**src/rtl/multich_pulse_counter_if.sv**
```systemverilog
// Snapshot readout bus: channel select, count, frame handshake and overrun.
interface multich_pulse_counter_if #(
  parameter int unsigned NUM_CH = 4,
  parameter int unsigned CNT_W  = 8
);
  localparam int unsigned SelW = (NUM_CH > 1) ? $clog2(NUM_CH) : 1;

  logic [SelW-1:0]  rd_sel;
  logic [CNT_W-1:0] cnt_out;
  logic             frame_valid;
  logic             frame_ack;
  logic             overrun;

  modport master (
    input  rd_sel,
    input  frame_ack,
    output cnt_out,
    output frame_valid,
    output overrun
  );

  modport slave (
    output rd_sel,
    output frame_ack,
    input  cnt_out,
    input  frame_valid,
    input  overrun
  );
endinterface

```
**src/rtl/multich_pulse_counter.sv**
```systemverilog
// Gated multi-channel pulse counter with shadow snapshot frames and overrun flag.
// Define PULSE_CNT_SATURATE_EN to make live counters saturate instead of wrapping.
module multich_pulse_counter #(
  parameter int unsigned NUM_CH = 4,
  parameter int unsigned CNT_W  = 8,
  parameter int unsigned GATE_W = 16
) (
  input  logic                    clk,
  input  logic                    rst,
  input  logic                    en,
  input  logic [GATE_W-1:0]       gate_len,
  input  logic [NUM_CH-1:0]       pulse_in,
  multich_pulse_counter_if.master rd
);

  typedef enum logic [0:0] {StIdle, StCount} state_e;

  state_e            state_q;
  logic [GATE_W-1:0] timer_q;
  logic [NUM_CH-1:0] sync1_q, sync2_q, dly_q;
  logic [NUM_CH-1:0] edge_det;
  logic [CNT_W-1:0]  live_q   [NUM_CH];
  logic [CNT_W-1:0]  shadow_q [NUM_CH];
  logic [CNT_W-1:0]  live_inc [NUM_CH];
  logic              frame_valid_q, overrun_q;
  logic              window_end, can_load;

  always_comb begin
    edge_det = sync2_q & ~dly_q;
    for (int unsigned i = 0; i < NUM_CH; i++) begin
      live_inc[i] = live_q[i];
      if (edge_det[i]) begin
`ifdef PULSE_CNT_SATURATE_EN
        if (!(&live_q[i])) live_inc[i] = live_q[i] + CNT_W'(1);
`else
        live_inc[i] = live_q[i] + CNT_W'(1);
`endif
      end
    end
  end

  // Last cycle of the window; its own edges are already folded into live_inc.
  assign window_end = (state_q == StCount) && (timer_q == GATE_W'(1));
  assign can_load   = !frame_valid_q || rd.frame_ack;

  always_ff @(posedge clk) begin
    if (rst) begin
      state_q       <= StIdle;
      timer_q       <= '0;
      sync1_q       <= '0;
      sync2_q       <= '0;
      dly_q         <= '0;
      frame_valid_q <= 1'b0;
      overrun_q     <= 1'b0;
      for (int unsigned i = 0; i < NUM_CH; i++) begin
        live_q[i]   <= '0;
        shadow_q[i] <= '0;
      end
    end else begin
      sync1_q <= pulse_in;
      sync2_q <= sync1_q;
      dly_q   <= sync2_q;

      if (rd.frame_ack && frame_valid_q) begin
        frame_valid_q <= 1'b0;
        overrun_q     <= 1'b0;
      end

      case (state_q)
        StIdle: begin
          if (en && (gate_len != '0)) begin
            state_q <= StCount;
            timer_q <= gate_len;
            for (int unsigned i = 0; i < NUM_CH; i++) live_q[i] <= '0;
          end
        end
        StCount: begin
          if (window_end) begin
            // A pending unacknowledged frame wins; the new one is dropped.
            if (can_load) begin
              for (int unsigned i = 0; i < NUM_CH; i++) shadow_q[i] <= live_inc[i];
              frame_valid_q <= 1'b1;
            end else begin
              overrun_q <= 1'b1;
            end
            for (int unsigned i = 0; i < NUM_CH; i++) live_q[i] <= '0;
            if (en && (gate_len != '0)) begin
              timer_q <= gate_len;
            end else begin
              state_q <= StIdle;
              timer_q <= '0;
            end
          end else if (!en) begin
            state_q <= StIdle;
            timer_q <= '0;
          end else begin
            timer_q <= timer_q - GATE_W'(1);
            for (int unsigned i = 0; i < NUM_CH; i++) live_q[i] <= live_inc[i];
          end
        end
        default: state_q <= StIdle;
      endcase
    end
  end

  always_comb begin
    rd.cnt_out = '0;
    if (32'(rd.rd_sel) < NUM_CH) rd.cnt_out = shadow_q[rd.rd_sel];
  end

  assign rd.frame_valid = frame_valid_q;
  assign rd.overrun     = overrun_q;

endmodule
```
**src/flat_wrapper.sv**
```systemverilog
// flat-port wrapper written by rule: the top's interface ports become plain ports
module multich_pulse_counter_flat 
#(
  parameter int unsigned NUM_CH = 4,
  parameter int unsigned CNT_W  = 8,
  parameter int unsigned GATE_W = 16
)
  (clk, rst, en, gate_len, pulse_in, rd_rd_sel, rd_frame_ack, rd_cnt_out, rd_frame_valid, rd_overrun);
  multich_pulse_counter_if #(.NUM_CH(NUM_CH), .CNT_W(CNT_W)) rd_i ();
  input  logic clk;
  input  logic rst;
  input  logic en;
  input  logic [GATE_W-1:0] gate_len;
  input  logic [NUM_CH-1:0] pulse_in;
  input wire logic [$bits(rd_i.rd_sel)-1:0] rd_rd_sel;
  input wire logic [$bits(rd_i.frame_ack)-1:0] rd_frame_ack;
  output wire logic [$bits(rd_i.cnt_out)-1:0] rd_cnt_out;
  output wire logic [$bits(rd_i.frame_valid)-1:0] rd_frame_valid;
  output wire logic [$bits(rd_i.overrun)-1:0] rd_overrun;
  assign rd_i.rd_sel = rd_rd_sel;
  assign rd_i.frame_ack = rd_frame_ack;
  assign rd_cnt_out = rd_i.cnt_out;
  assign rd_frame_valid = rd_i.frame_valid;
  assign rd_overrun = rd_i.overrun;
  multich_pulse_counter #(.NUM_CH(NUM_CH), .CNT_W(CNT_W), .GATE_W(GATE_W)) u_core (.clk(clk), .rst(rst), .en(en), .gate_len(gate_len), .pulse_in(pulse_in), .rd(rd_i));
endmodule
```
**config.mk**
```make
export PLATFORM = sky130hd
export DESIGN_NAME = multich_pulse_counter_flat
export DESIGN_NICKNAME = d
export VERILOG_FILES = /design/src/rtl/multich_pulse_counter_if.sv /design/src/rtl/multich_pulse_counter.sv /design/src/flat_wrapper.sv
export SDC_FILE = /design/constraint.sdc
export NUM_CORES = 1
export LEC_CHECK = 0
export CORE_MARGIN = 2
export CORE_UTILIZATION = 55
export CTS_BUF_LIST = sky130_fd_sc_hd__clkbuf_8
export DETAILED_ROUTE_END_ITERATION = 6
export PLACE_DENSITY = 0.76
export SYNTH_ARGS = -nofsm -noshare
export SYNTH_HDL_FRONTEND = slang
export SYNTH_SLANG_ARGS = --single-unit
```
**constraint.sdc**
```tcl
create_clock -name clk -period 9.63 [get_ports clk]
set_clock_uncertainty 0.05 [all_clocks]
set_input_delay 1.4445 -clock clk [delete_from_list [all_inputs] [get_ports clk]]
set_output_delay 1.4445 -clock clk [all_outputs]
set_load 0.02 [all_outputs]
```
==> metrics list, run 1 <==
- Startpoint-to-endpoint class of the critical path: input port to output port
- After detailed routing, the total wire length is around 9.8 mm.
- Sorting the synthesized cells by area gives the leading types as edfxtp_1 40%, dfxtp_1 13%, nor2_1 6.8%.
- Initial antenna violation count: 0
* Placeable core area: 0.008299 mm²
* Post-route antenna net violation count: 0
- The cell area that synthesis handed to floorplanning was 0.004766 mm².
- The post-route netlist has 8.279% of its cells at a drive strength greater than 1.
* Synthesized area per cell: roughly 11 µm²
* Number of register bits inferred by synthesis: 95
- CTS Root Cell: clkbuf_8
- The floorplan step set the die height to around 97 µm.
- Summed over all cells, the static leakage comes to about 1.9 nW.
- Number of distinct library cell variants in the gate-level netlist after synthesis: between 50 and 60
- On the worst path, the slowest cell contributes a delay of 0.81 ns.
- Sink count of the clock tree: 95
- Half-perimeter wire length of the detailed placement result: 6.718 mm
- Dividing the detail-routed via count by the number of cells gives just over 6.
- Synthesis handed over a netlist of roughly 430 instances.
- Yosys mapped a number of flops with a built-in enable equal to between 60 and 70.
* Crit. End Element: output port
- 0 antenna diodes ended up in the layout.
- STA puts the critical path data arrival time at roughly 3.4 ns.
* Run status: finished clean
- The first global-routing pass estimated between 15 and 20 mm of wire.
* Fin. max-slew vios: 0
* # Max-Cap Violations: 0
* Final setup violation count: 0
- At the pin with the least slew margin, the transition time is between 1 and 1.5 ns.
* CTS buffer count: 9
* Largest net degree at the start of global routing: 38
- In this run the biggest area consumer among cell types represents 40.33% of the synthesized area.
- For this configuration, the core starts out at a cell density of 57.42%.
- At the end of routability-driven placement, the weighted congestion stood at 0.8628.
- DIE WIDTH: just under 100 µm
- The detailed router finished its first iteration with 180 violations.
* Largest fanout on the critical path: 8
* H-tree levels: 3
- The worst-case IR drop observed on VDD is about 77 µV.
- Site Rows: 33
- Counting tap cells, the placed design contains a total of ~550 instances.
- Of the synthesized area, sequential elements account for a little over half.
* Worst setup slack before clock tree synthesis: between 4 and 5 ns
- For this run, design rule violations remaining after detail routing come to 0.
- The worst register-to-register path ends at u_core.shadow_q[0][1].
- The Yosys step of the flow raised 0 warnings.
- Counting cells, the worst reg-to-reg path comes to 5.
* Worst flop-to-flop path startpoint: u_core.timer_q[10]
* Setup repair after global routing missed its margin: false
- Worst setup margin: roughly 4.7 ns
- The pre-antenna-repair detailed-routing pass consisted of 4 iterations.
* Longest Clk Path Bufs: 2
* Max-slew headroom: about a quarter
- At the later pin of the worst-skew pair, clock insertion delay measures 0.35 ns.
- Final global-route overflow total: 0
- The final critical path takes up approximately half of the cycle.
- The routed design could run at a clock period as short as about 4.9 ns.
* Type of the tightest min-delay check: flip-flop to flip-flop
- Counting instances, the worst hold path has a depth of 1.
- TritonCTS built the clock tree.
- Area added between synthesis and finish: 11.63%
* Total die area: approximately 0.0094 mm²
- Destination of the worst hold path: u_core.sync2_q[0]
* CP max stage cell: clkdlybuf4s50_1
- Input/output buffers: 35
- During I/O placement, the number of pins put on the boundary was 36.
- Clock-pin transition on the worst setup and hold timing paths: 0.10 ns
* Power per Cell Area: roughly 160 mW/mm²
* Vias after detailed routing: about 3.4k
* Cell-by-cell listing of the critical path: clkdlybuf4s50_1 > mux4_2 > clkdlybuf4s50_1
* Overall routing resource usage: 21.17%
* Post-cts gate resize count: 0
- Setup total negative slack on the finished layout was measured at 0 ns.
- Post-CTS Setup Inserts: 0
- Via count of the first global-routing pass: 3,344
- Share of async-settable or async-resettable flops after synthesis: 0%
- The worst register-to-register path has a setup slack of between 6 and 7 ns.
* Data required time at the worst endpoint: between 8 and 9 ns
- Counting every net in the synthesized netlist gives roughly 470.
* Routed wire per std cell: around 17 µm
- Synth area leader: edfxtp_1
- Prevailing post-synth register cell: edfxtp_1
- Hold repair after CTS inserted 0 buffers.
- Dominant cell type by count on the critical path: clkdlybuf4s50_1
- Kind of launch point of the worst setup path: input port
- The worst hold path begins at u_core.sync1_q[0].
* Final hold vios: 0
* Net count of the finished layout: approximately 490
- Max Clock Freq: approximately 0.20 GHz
- Leaving out filler cells and counting taps, the final layout contains 564.
* Number of inserted filler cells in the final layout: 667
==> how the worst max path moves through the flow <==
stage | start | endpoint | slack [ns] | cells after the start
global route | rd_rd_sel[0] | rd_cnt_out[0] | 4.64 | 3
global placement | rd_rd_sel[0] | rd_cnt_out[1] | 4.75 | 3
floorplan | rd_rd_sel[0] | rd_cnt_out[0] | 5.64 | 2
finish | rd_rd_sel[0] | rd_cnt_out[1] | 4.74 | 3
detailed placement | rd_rd_sel[0] | rd_cnt_out[0] | 4.72 | 3
CTS | rd_rd_sel[0] | rd_cnt_out[1] | 4.71 | 3
==> stage by stage <==
stage               util (%)  hold WS [ns]  area [µm²]  power [mW]
floorplan                  -        0.3638        4766      0.5786
global placement       61.74        0.3759        5124      0.6147
detailed placement     61.74        0.3751        5124      0.6207
CTS                    64.10        0.3975        5320      0.8773
global route           64.10        0.4091        5320      0.9133
finish                 64.10        0.3989        5320      0.8775
==> cell usage after synthesis, types with 9 or more instances <==
cell,n
nor2_1,86
edfxtp_1,64
dfxtp_1,31
nand2_1,24
xor2_1,19
clkbuf_1,18
nor2b_1,17
xnor2_1,14
nand3_1,11
a31oi_1,10
and3_1,9
==> power by group <==
part           switching (mW)  leakage, nW  internal (mW)
clock                   0.143       0.0924          0.121
sequential             0.0219        0.932          0.459
combinational          0.0745        0.825         0.0590
==> flip-flops by register name (all words and copies together) (netlist names) <==
name / flops
u_core.shadow_q: 32
u_core.rd.frame_valid: 1
u_core.sync1_q: 4
u_core.sync2_q: 4
u_core.rd.overrun: 1
u_core.live_q: 32
u_core.timer_q: 16
u_core.dly_q: 4
u_core.state_q: 1
==> routing by layer <==
layer | track usage (%) | wire length [µm] | up-vias
met5 | 0 | 0 | -
met4 | 7.584 | 165 | 0
met3 | 3.741 | 421 | 16
met2 | 33.81 | 4624 | 90
met1 | 29.30 | 4545 | 1686
li1 | - | - | 1635
==> cells in the final DEF (no fill, tap or decap), types with 6 or more instances in the layout <==
cell,instances
nor2_1,86
edfxtp_1,64
clkdlybuf4s50_1,35
dfxtp_1,31
nand2_1,24
xor2_1,19
nor2b_1,17
xnor2_1,14
nand3_1,11
a31oi_1,10
and3_1,9
clkbuf_8,9
mux4_2,8
and4_1,8
a21oi_1,8
nor3_1,6
o21ai_0,6
a2bb2oi_1,6
ha_1,6
==> cell families after synthesis <==
family,synth area share (%)
buffers and inverters,3.465
AOI/OAI and AO/OA,10.69
adders and majority gates,1.575
and+or+nand+nor,20.24
muxes,4.621
DFF,53.35
xor gates and xnor gates,6.065
==> worst max-delay path, delay by kind of cell <==
kind / cells / cell delay (ns)
buffers and inverters: 2 / 1.36
multiplexers: 1 / 0.58
==> layout make-up <==
| type | instances | area [µm²] | share of cell area [%] |
|---|---|---|---|
| Tap cell | 105 | 131.4 | 2.469 |
| Clock inverter | 7 | 72.57 | 1.364 |
| Sequential cell | 95 | 2542 | 47.79 |
| Multi-Input combinational cell | 306 | 2062 | 38.76 |
| Timing Repair Buffer | 38 | 372.9 | 7.008 |
| Inverter | 4 | 15.01 | 0.2822 |
| Clock buffer | 9 | 123.9 | 2.328 |
(Power assumes the default switching activity.)
==> run 2: changes to the inputs <==
==> constraint.sdc (replaced) <==
create_clock -name clk -period 4.8 [get_ports clk]
set_clock_uncertainty 0.05 [all_clocks]
set_input_delay 0.72 -clock clk [delete_from_list [all_inputs] [get_ports clk]]
set_output_delay 0.72 -clock clk [all_outputs]
set_load 0.02 [all_outputs]
==> run 2 against run 1 <==
- critical endpoint is now rd_cnt_out[0]
- global-route usage barely moved
- flip-flop and latch count did not move
- combinational power rose by 100%
- sequential power rose by 100%
- wire length rose by 0.76%
- first-iteration DRC count fell by 0.56%
==> metrics list, run 2 (synthesis results as in run 1) <==
- Final worst hold slack: about 0.40 ns
- Largest voltage drop on the vdd net: between 150 and 200 µV
- After global routing the overflow that remains totals 0.
* Power per Cell Area: 329.5 mW/mm²
* Most common cell after layout, fill and taps aside: nor2_1
* Max Clock Freq: 0.2909 GHz
- Compared with the post-synthesis result, the final layout area differs by 12.02%.
- Multi-input gate area in the final layout: ~0.0021 mm²
- The library cells used most frequently in the layout, excluding fill and tap cells, are 86 x nor2_1, 64 x edfxtp_1, 35 x clkdlybuf4s50_1, 31 x dfxtp_1, 24 x nand2_1.
- Number of vias per cell after detailed routing: between 6 and 7
- Vias after detailed routing: between 3k and 4k
- The count of final hold-check violations came to 0.
- Along the worst path, the maximum fanout reaches 8.
- Via count of the first global-routing pass: 3,309
* Final setup TNS: 0 ns
* CTS Root Cell: clkbuf_8
* Antenna Diode Count: 0
- Buffers inserted during clock tree synthesis total 9.
- Final worst-path cycle share: between 70% and 80%
- Dominant cell type by count on the critical path: clkdlybuf4s50_1
- Data required time at the worst endpoint: just over 4 ns
* Overall routing resource usage: a little over a fifth
- The floorplan step defined a die boundary enclosing 0.009426 mm².
- Headroom to the max-slew limit came out at about a third.
* Initial standard-cell utilization of the core: 57.42%
- Worst-margin pin slew: around 1.0 ns
* H-tree levels: 3
- On the worst path, the slowest cell contributes a delay of 0.80 ns.
- The initial antenna violation count was 0.
- Number of I/O pins: 36
- In the routed design, unresolved DRC markers number 0.
- Routed wire per std cell: about 17 µm
* Top cell family by delay on the critical path: buffers and inverters
- Setup repair after global routing missed its margin: false
* Routability-driven placement congestion ratio: 0.8922
- Placeable core area: between 0.008 and 0.009 mm²
- Share of final-layout standard cells stronger than drive strength 1: 9.111%
- The final-report max-slew violation count was 0.
- Crit. End Element: output port
- Run status: finished clean
* Input/output buffers: 35
- Largest net degree at the start of global routing: 38
* Overall die height: between 90 and 100 µm
- Post-route antenna net violation count: 0
- Sink count of the clock tree: 95
- Site Rows: 33
- Leakage power: about 1.9 nW
* Kind of launch point of the worst setup path: input port
- # Max-Cap Violations: 0
- Half-perimeter wire length of the detailed placement result: 6.950 mm
* Total Wirelength: a little under 10 mm
- Insertion delay of the later-clocked pin in the worst-skew pair: between 0.3 and 0.4 ns
- The first detailed-routing pass took 5 iterations.
- Clock-pin transition on the worst setup and hold timing paths: approximately 0.10 ns
- The first global-routing pass estimated 15.95 mm of wire.
* Type of the tightest min-delay check: flip-flop to flip-flop
- Setup slack on the worst reg-to-reg path comes out at 1.88 ns.
- After the first detailed-routing iteration, the DRC count stood at approximately 180.
* Buf/Inv on CP: 2
- DIE WIDTH: 97.09 µm
- Final setup violation count: 0
- The sequential cells in the finished layout cover a total of 0.002542 mm².
- Counting the fill cells in the layout gives around 640.
- Startpoint-to-endpoint class of the critical path: input port to output port
* Registers with the most flip-flops: u_core.live_q: 32 flops, u_core.shadow_q: 32 flops, u_core.timer_q: 16 flops
* CP max stage cell: clkdlybuf4s50_1
- Longest Clk Path Bufs: 2
- TritonCTS built the clock tree.
- Post-cts gate resize count: 0
- Critical path arrival: between 2 and 3 ns
- Net count of the finished layout: slightly below 500
- Final critical-path required period: ~3.4 ns
- Walking the worst path, the cells encountered are clkdlybuf4s50_1 > mux4_2 > clkdlybuf4s50_1.
- Hold_buf cts: 0
* Post-CTS Setup Inserts: 0
==> run 2: layout make-up <==
| type | count | share of cell area, % |
|---|---|---|
| Sequential cell | 95 | 47.62 |
| Multi-Input combinational cell | 306 | 38.62 |
| Timing Repair Buffer | 40 | 7.265 |
| Clock buffer | 10 | 2.578 |
| Tap cell | 105 | 2.461 |
| Clock inverter | 6 | 1.172 |
| Inverter | 4 | 0.2812 |
==> run 2: power breakdown <==
| group | switching (mW) | internal, mW |
|---|---|---|
| combinational | 0.152 | 0.119 |
| sequential | 0.0403 | 0.920 |
| clock | 0.311 | 0.216 |
| total | 0.503 | 1.26 |
==> run 2: per-layer routing <==
metal | vias up | global-route usage (%) | share of wire [%]
met1 | 1663 | 28.85 | 45
met5 | - | 0 | 0
li1 | 1638 | - | -
met3 | 8 | 3.669 | 5.2
met4 | 0 | 6.826 | 0.94
met2 | 112 | 34.62 | 49
==> run 2: path summary, 6_finish.rpt <==
kind                           start                     to  cells past startpoint
setup / recovery        rd_rd_sel[0]          rd_cnt_out[0]                      3
hold / removal     u_core.sync1_q[1]      u_core.sync2_q[1]                      1
setup reg to reg  u_core.timer_q[10]  u_core.shadow_q[0][1]                      5
hold reg to reg    u_core.sync1_q[1]      u_core.sync2_q[1]                      1
==> run 2: through the flow <==
| step | area [µm²] | cells | setup WS, ns | power [mW] | util (%) |
|---|---|---|---|---|---|
| floorplan | 4766 | 433 | 1.552 | 1.161 | - |
| global placement | 5139 | 550 | 1.111 | 1.237 | 61.92 |
| detailed placement | 5139 | 550 | 1.052 | 1.245 | 61.92 |
| CTS | 5339 | 566 | 1.312 | 1.763 | 64.33 |
| global route | 5339 | 566 | 1.239 | 1.827 | 64.33 |
| finish | 5339 | 566 | 1.363 | 1.759 | 64.33 |
